### src/rtl/apb_bridge_ctrl.sv
// AHB-slave to APB-master bridge: qualifies AHB transfers, decodes one of NSLV slaves, runs SETUP/ACCESS.
// Latency: 4 cycles from address phase to hreadyout for a zero-wait slave, +1 per pready wait cycle.
// Backpressure: hreadyout low while a transfer is in flight; optional APB_TIMEOUT_EN bounds ACCESS waits.
module apb_bridge_ctrl #(
   parameter int ADDR_W  = 32,
   parameter int DATA_W  = 32,
   parameter int NSLV    = 4,
   parameter int SEL_LSB = 12,
   parameter int TIMEOUT = 255
) (
   input  logic                   hclk,
   input  logic                   hreset_n,
   input  logic                   hsel,
   input  logic                   hready,
   input  logic [1:0]             htrans,
   input  logic                   hwrite,
   input  logic [ADDR_W-1:0]      haddr,
   input  logic [DATA_W-1:0]      hwdata,
   output logic                   hreadyout,
   output logic                   hresp,
   output logic [DATA_W-1:0]      hrdata,
   output logic [NSLV-1:0]        psel,
   output logic                   penable,
   output logic [ADDR_W-1:0]      paddr,
   output logic                   pwrite,
   output logic [DATA_W-1:0]      pwdata,
   input  logic [NSLV*DATA_W-1:0] prdata,
   input  logic [NSLV-1:0]        pready,
   input  logic [NSLV-1:0]        pslverr
);

   localparam int IDX_W = (NSLV > 1) ? $clog2(NSLV) : 1;
   localparam logic [IDX_W:0] NSLV_L = (IDX_W+1)'(NSLV);

   typedef enum logic [2:0] {
      S_IDLE, S_LATCH, S_SETUP, S_ACCESS, S_DONE, S_ERR1, S_ERR2
   } state_t;

   state_t state, state_nxt;

   logic [IDX_W-1:0]  idx;
   logic [IDX_W-1:0]  haddr_idx;
   logic              xfer_vld;
   logic              accept;
   logic              slv_rdy;
   logic              slv_err;
   logic              tmo_hit;
   logic [NSLV-1:0]   sel_onehot;
   logic [DATA_W-1:0] slv_rdata;

   if (NSLV > 1) begin : g_idx
      assign haddr_idx = haddr[SEL_LSB +: IDX_W];
   end else begin : g_idx_single
      assign haddr_idx = '0;
   end

   assign xfer_vld = hsel & hready & htrans[1];
   assign accept   = xfer_vld & ((state == S_IDLE) | (state == S_DONE) | (state == S_ERR2));

   // Loop-based select keeps out-of-range indices (non power-of-two NSLV) from reading past the buses.
   always_comb begin
      slv_rdy    = 1'b0;
      slv_err    = 1'b0;
      slv_rdata  = '0;
      sel_onehot = '0;
      for (int i = 0; i < NSLV; i++) begin
         if (idx == IDX_W'(i)) begin
            slv_rdy       = pready[i];
            slv_err       = pslverr[i];
            slv_rdata     = prdata[i*DATA_W +: DATA_W];
            sel_onehot[i] = 1'b1;
         end
      end
   end

`ifdef APB_TIMEOUT_EN
   logic [15:0] tmo_cnt;

   assign tmo_hit = (tmo_cnt == 16'(TIMEOUT - 1));

   always_ff @(posedge hclk or negedge hreset_n) begin
      if (!hreset_n) begin
         tmo_cnt <= '0;
      end else if (state == S_SETUP) begin
         tmo_cnt <= '0;
      end else if ((state == S_ACCESS) && !slv_rdy) begin
         tmo_cnt <= tmo_cnt + 16'd1;
      end
   end
`else
   logic unused_timeout;

   assign tmo_hit        = 1'b0;
   assign unused_timeout = (TIMEOUT == 0);
`endif

   always_comb begin
      state_nxt = state;
      case (state)
         S_IDLE:   if (accept) state_nxt = S_LATCH;
         S_LATCH:  state_nxt = ({1'b0, idx} >= NSLV_L) ? S_ERR1 : S_SETUP;
         S_SETUP:  state_nxt = S_ACCESS;
         S_ACCESS: begin
            if (slv_rdy)      state_nxt = slv_err ? S_ERR1 : S_DONE;
            else if (tmo_hit) state_nxt = S_ERR1;
         end
         S_DONE:   state_nxt = accept ? S_LATCH : S_IDLE;
         S_ERR1:   state_nxt = S_ERR2;
         S_ERR2:   state_nxt = accept ? S_LATCH : S_IDLE;
         default:  state_nxt = S_IDLE;
      endcase
   end

   // Outputs are registered from the next state so they line up with the state they describe.
   always_ff @(posedge hclk or negedge hreset_n) begin
      if (!hreset_n) begin
         state     <= S_IDLE;
         idx       <= '0;
         hreadyout <= 1'b1;
         hresp     <= 1'b0;
         hrdata    <= '0;
         psel      <= '0;
         penable   <= 1'b0;
         paddr     <= '0;
         pwrite    <= 1'b0;
         pwdata    <= '0;
      end else begin
         state     <= state_nxt;
         hreadyout <= (state_nxt == S_IDLE) || (state_nxt == S_DONE) || (state_nxt == S_ERR2);
         hresp     <= (state_nxt == S_ERR1) || (state_nxt == S_ERR2);
         psel      <= ((state_nxt == S_SETUP) || (state_nxt == S_ACCESS)) ? sel_onehot : '0;
         penable   <= (state_nxt == S_ACCESS);
         if (accept) begin
            idx    <= haddr_idx;
            paddr  <= haddr;
            pwrite <= hwrite;
         end
         if ((state == S_LATCH) && pwrite) begin
            pwdata <= hwdata;
         end
         if ((state == S_ACCESS) && slv_rdy && !slv_err && !pwrite) begin
            hrdata <= slv_rdata;
         end
      end
   end

endmodule

### config.mk
export PLATFORM = sky130hd
export DESIGN_NAME = apb_bridge_ctrl
export DESIGN_NICKNAME = d
export VERILOG_FILES = /design/src/rtl/apb_bridge_ctrl.sv
export SDC_FILE = /design/constraint.sdc
export NUM_CORES = 1
export LEC_CHECK = 0
export BUFFER_PORTS_ARGS = -buffer_cell sky130_fd_sc_hd__buf_4
export CORE_MARGIN = 5
export CORE_UTILIZATION = 30
export CTS_CLUSTER_DIAMETER = 120
export DETAILED_ROUTE_END_ITERATION = 8
export SKIP_CTS_REPAIR_TIMING = 1
export SLEW_MARGIN = 10
export SYNTH_ARGS = -nofsm -noshare
export SYNTH_HDL_FRONTEND = slang
export SYNTH_SLANG_ARGS = --single-unit
### constraint.sdc
create_clock -name hclk -period 5.2 [get_ports hclk]
set_input_delay 0 -clock hclk [delete_from_list [all_inputs] [get_ports hclk]]
set_output_delay 0 -clock hclk [all_outputs]
set_load 0.005 [all_outputs]
==> impl_results.md <==
- Die Ht: roughly 140 um
- Sink Count: roughly 110
- Most frequent cells in the layout: 314 x buf_4, 104 x dfrtp_1, 85 x mux2_2
- Detailed Route Iter0 Violations: 99
- Final hold vios: 0
- Max H-tree Level: 3
- CTS tree: done
- Crit Path Max Fanout: 41
- Top cell type's share of synthesized area: a little over half
- Hold_ws: between 40 and 50 ps
- Period utilization: 51.4%
- Critical path class: register to register
- Final Util: between 50% and 60%
- Routed Antenna Nets: 0
- Yosys reg bits: around 110
- Post-route cell area: just over 8000 sq um
- Horiz. Die Dim: ~140 um
- Drt drc: 0
- Worst Setup Start Kind: register
- Final nets: around 870
- Cell area power density: slightly below 500 nW/um^2
- Netlist Area Pre-Place: approximately 4900 sq um
- Routed wire length: around 16000 um
- Most common cell after layout, fill and taps aside: buf_4
- Largest family of logic cells by synthesized area: multiplexers
- Mux cell area share after synthesis: 38.9%
- Vias in the first global route: between 4k and 5k
- Multi-input logic area: between 2000 and 2500 sq um
- Fin crit period: between 2000 and 3000 ps
- Synthesized-area fraction occupied by adder cells: 0%
- RSZ-0062 raised after global routing: false
- Die ar.: between 15000 and 20000 sq um
- Data required, critical path: about 5400 ps
- Arr. time, crit path: 2890 ps
- HPWL Detailed: roughly 12000 um
- Buffers on Ports: ~310
- Setup violations, final: 0
- Compound-Gate Fraction of Synth Area: less than 1%
- Non-filler cells, final: 878
- Syn nets: around 490
- Num ports: 311
- Filler cells: roughly 1.4k
- Clk_skew: approximately 10 ps
- Initial antenna violation count: 0
- Pins Over Slew Limit: 0
- Synth cell types: 29
- Post-Synth Simple-Gate Area: roughly 3%
- Seq/Total Area, Yosys: approximately 55%
- CTS Buf Count: 9
- Layout cells sized above 1: just under 70%
- Area delta synth->final: 70.9%
- Outcome: complete, no violations
- Max Cap Viol: 0
- Dpl cells: roughly 800
- Fmax: ~0.37 GHz
- GPL Wtd Cong: 0.785
- Worst hold-check path type: input pin to register
- Worst-Skew Late Latency: roughly 340 ps
- Slew @ Worst Pin: just over 900 ps
- IR Drop Worst-Case VDD: roughly 0.33 mV
- Main area contributors after synthesis: dfrtp_1 55%, mux2_2 20%, mux4_2 15%
- First-pass DRT Iterations: 4
- Ant diodes: 0
- Area leader, netlist: dfrtp_1
- Initial Util: a little under a third
- Max_slew headroom: around two fifths
- Synth Area in XOR/XNOR: 0%
- CTS max path bufs: 2
- Row Count: between 40 and 50
- Synth warn: 0
- GRT Overall Usage: between 10% and 20%
- WL/cell: approximately 18 um
- CTS root buffer: clkbuf_16
- Syn Inst Count: about 290
- Setup TNS: 0 ps
- Largest net degree at the start of global routing: between 60 and 70
- LEAKAGE: 3.93 nW
- GR Overflow Total: 0
- Core area: between 15000 and 20000 sq um
- Clk slew on worst S/H paths: around 70 ps
- Global-route wire length before repair: between 20000 and 25000 um
- Reg area: 2680 sq um
- Placed inst area: 7390 sq um
- Via Count: 3996
- DR vias/cell: 4.55
- Mapped Avg Cell Area: ~17 sq um
- CP endpoint kind: register
-- final timing paths --
| kind | startpoint | end | slack (ps) | cells past startpoint |
|---|---|---|---|---|
| min in group asynchronous | hreset_n | pwdata[17] | 200 | 2 |
| max | paddr[13] | hrdata[15] | 2530 | 5 |
| min reg2reg | pwdata[27] | pwdata[27] | 490 | 1 |
| min | htrans[1] | state[0] | 40 | 3 |
| max in group asynchronous | hreset_n | paddr[12] | 3780 | 3 |
| max reg2reg | paddr[13] | hrdata[15] | 2530 | 5 |
-- power breakdown --
part	internal, mW	switching (mW)	leakage (nW)	total, mW
combinational	1.25	0.650	2.49	1.90
sequential	1.25	0.287	1.30	1.54
clock	0.336	0.280	0.130	0.616
-- stage by stage --
stage,total power [mW],worst slack [ps]
2_1_floorplan,2.45,3150
3_3_place_gp,3.39,2540
3_5_place_dp,3.44,2490
4_1_cts,4.08,2480
5_1_grt,4.33,2320
6_report,4.05,2530
-- routing by layer --
metal / global-route usage, % / vias to the layer above / share of wire [%]
met3: 7.05 / 21 / 11
met5: 0 / - / 0
met1: 16.5 / 1958 / 34
met2: 29.1 / 197 / 53
li1: - / 1820 / -
met4: 4.55 / 0 / 1.8
-- logic make-up (layout without fill, tap and decap cells) --
group,count (synthesis),in the layout
multiplexers,132,132
flip-flops,107,107
AND/OR/NAND/NOR,22,22
buffers and inverters,20,396
AO/OA/AOI/OAI,5,5
-- cells in the mapped netlist, drive strengths merged --
cell and instances:
dfrtp 106, mux2 97, mux4 33, buf 11, clkbuf 8, nand2 5, nor2 3, nor4b 3
mux2i 2, nand2b 2, nor2b 2, o21ai 2, a21oi 1, and2 1, and3b 1, dfstp 1
inv 1, nand4b 1, nor3 1, nor3b 1, nor4 1, o22a 1, o31a 1, or2 1
-- flip-flops by register name, summed over array words and instances, names as in the netlist, 3 cells and up --
signal and cells:
hrdata 32, state 3, paddr 32, psel 4, pwdata 32
-- area by class of cell --
cell class / count / share of cell area (%)
Timing Repair Buffer: 380 / 36.3
Multi-Input combinational cell: 159 / 24.9
Inverter: 1 / 0.0452
Clock inverter: 2 / 0.166
Sequential cell: 107 / 32.3
Tap cell: 216 / 3.25
Clock buffer: 13 / 3.01
-- critical path, stage by stage (launching register included) --
cell,delay [ps]
dfrtp_2,960
nand2_1,110
o22a_1,340
nor4b_4,270
buf_4,440
mux2_2,400
No activity file was read; power rests on OpenSTA's default activity.
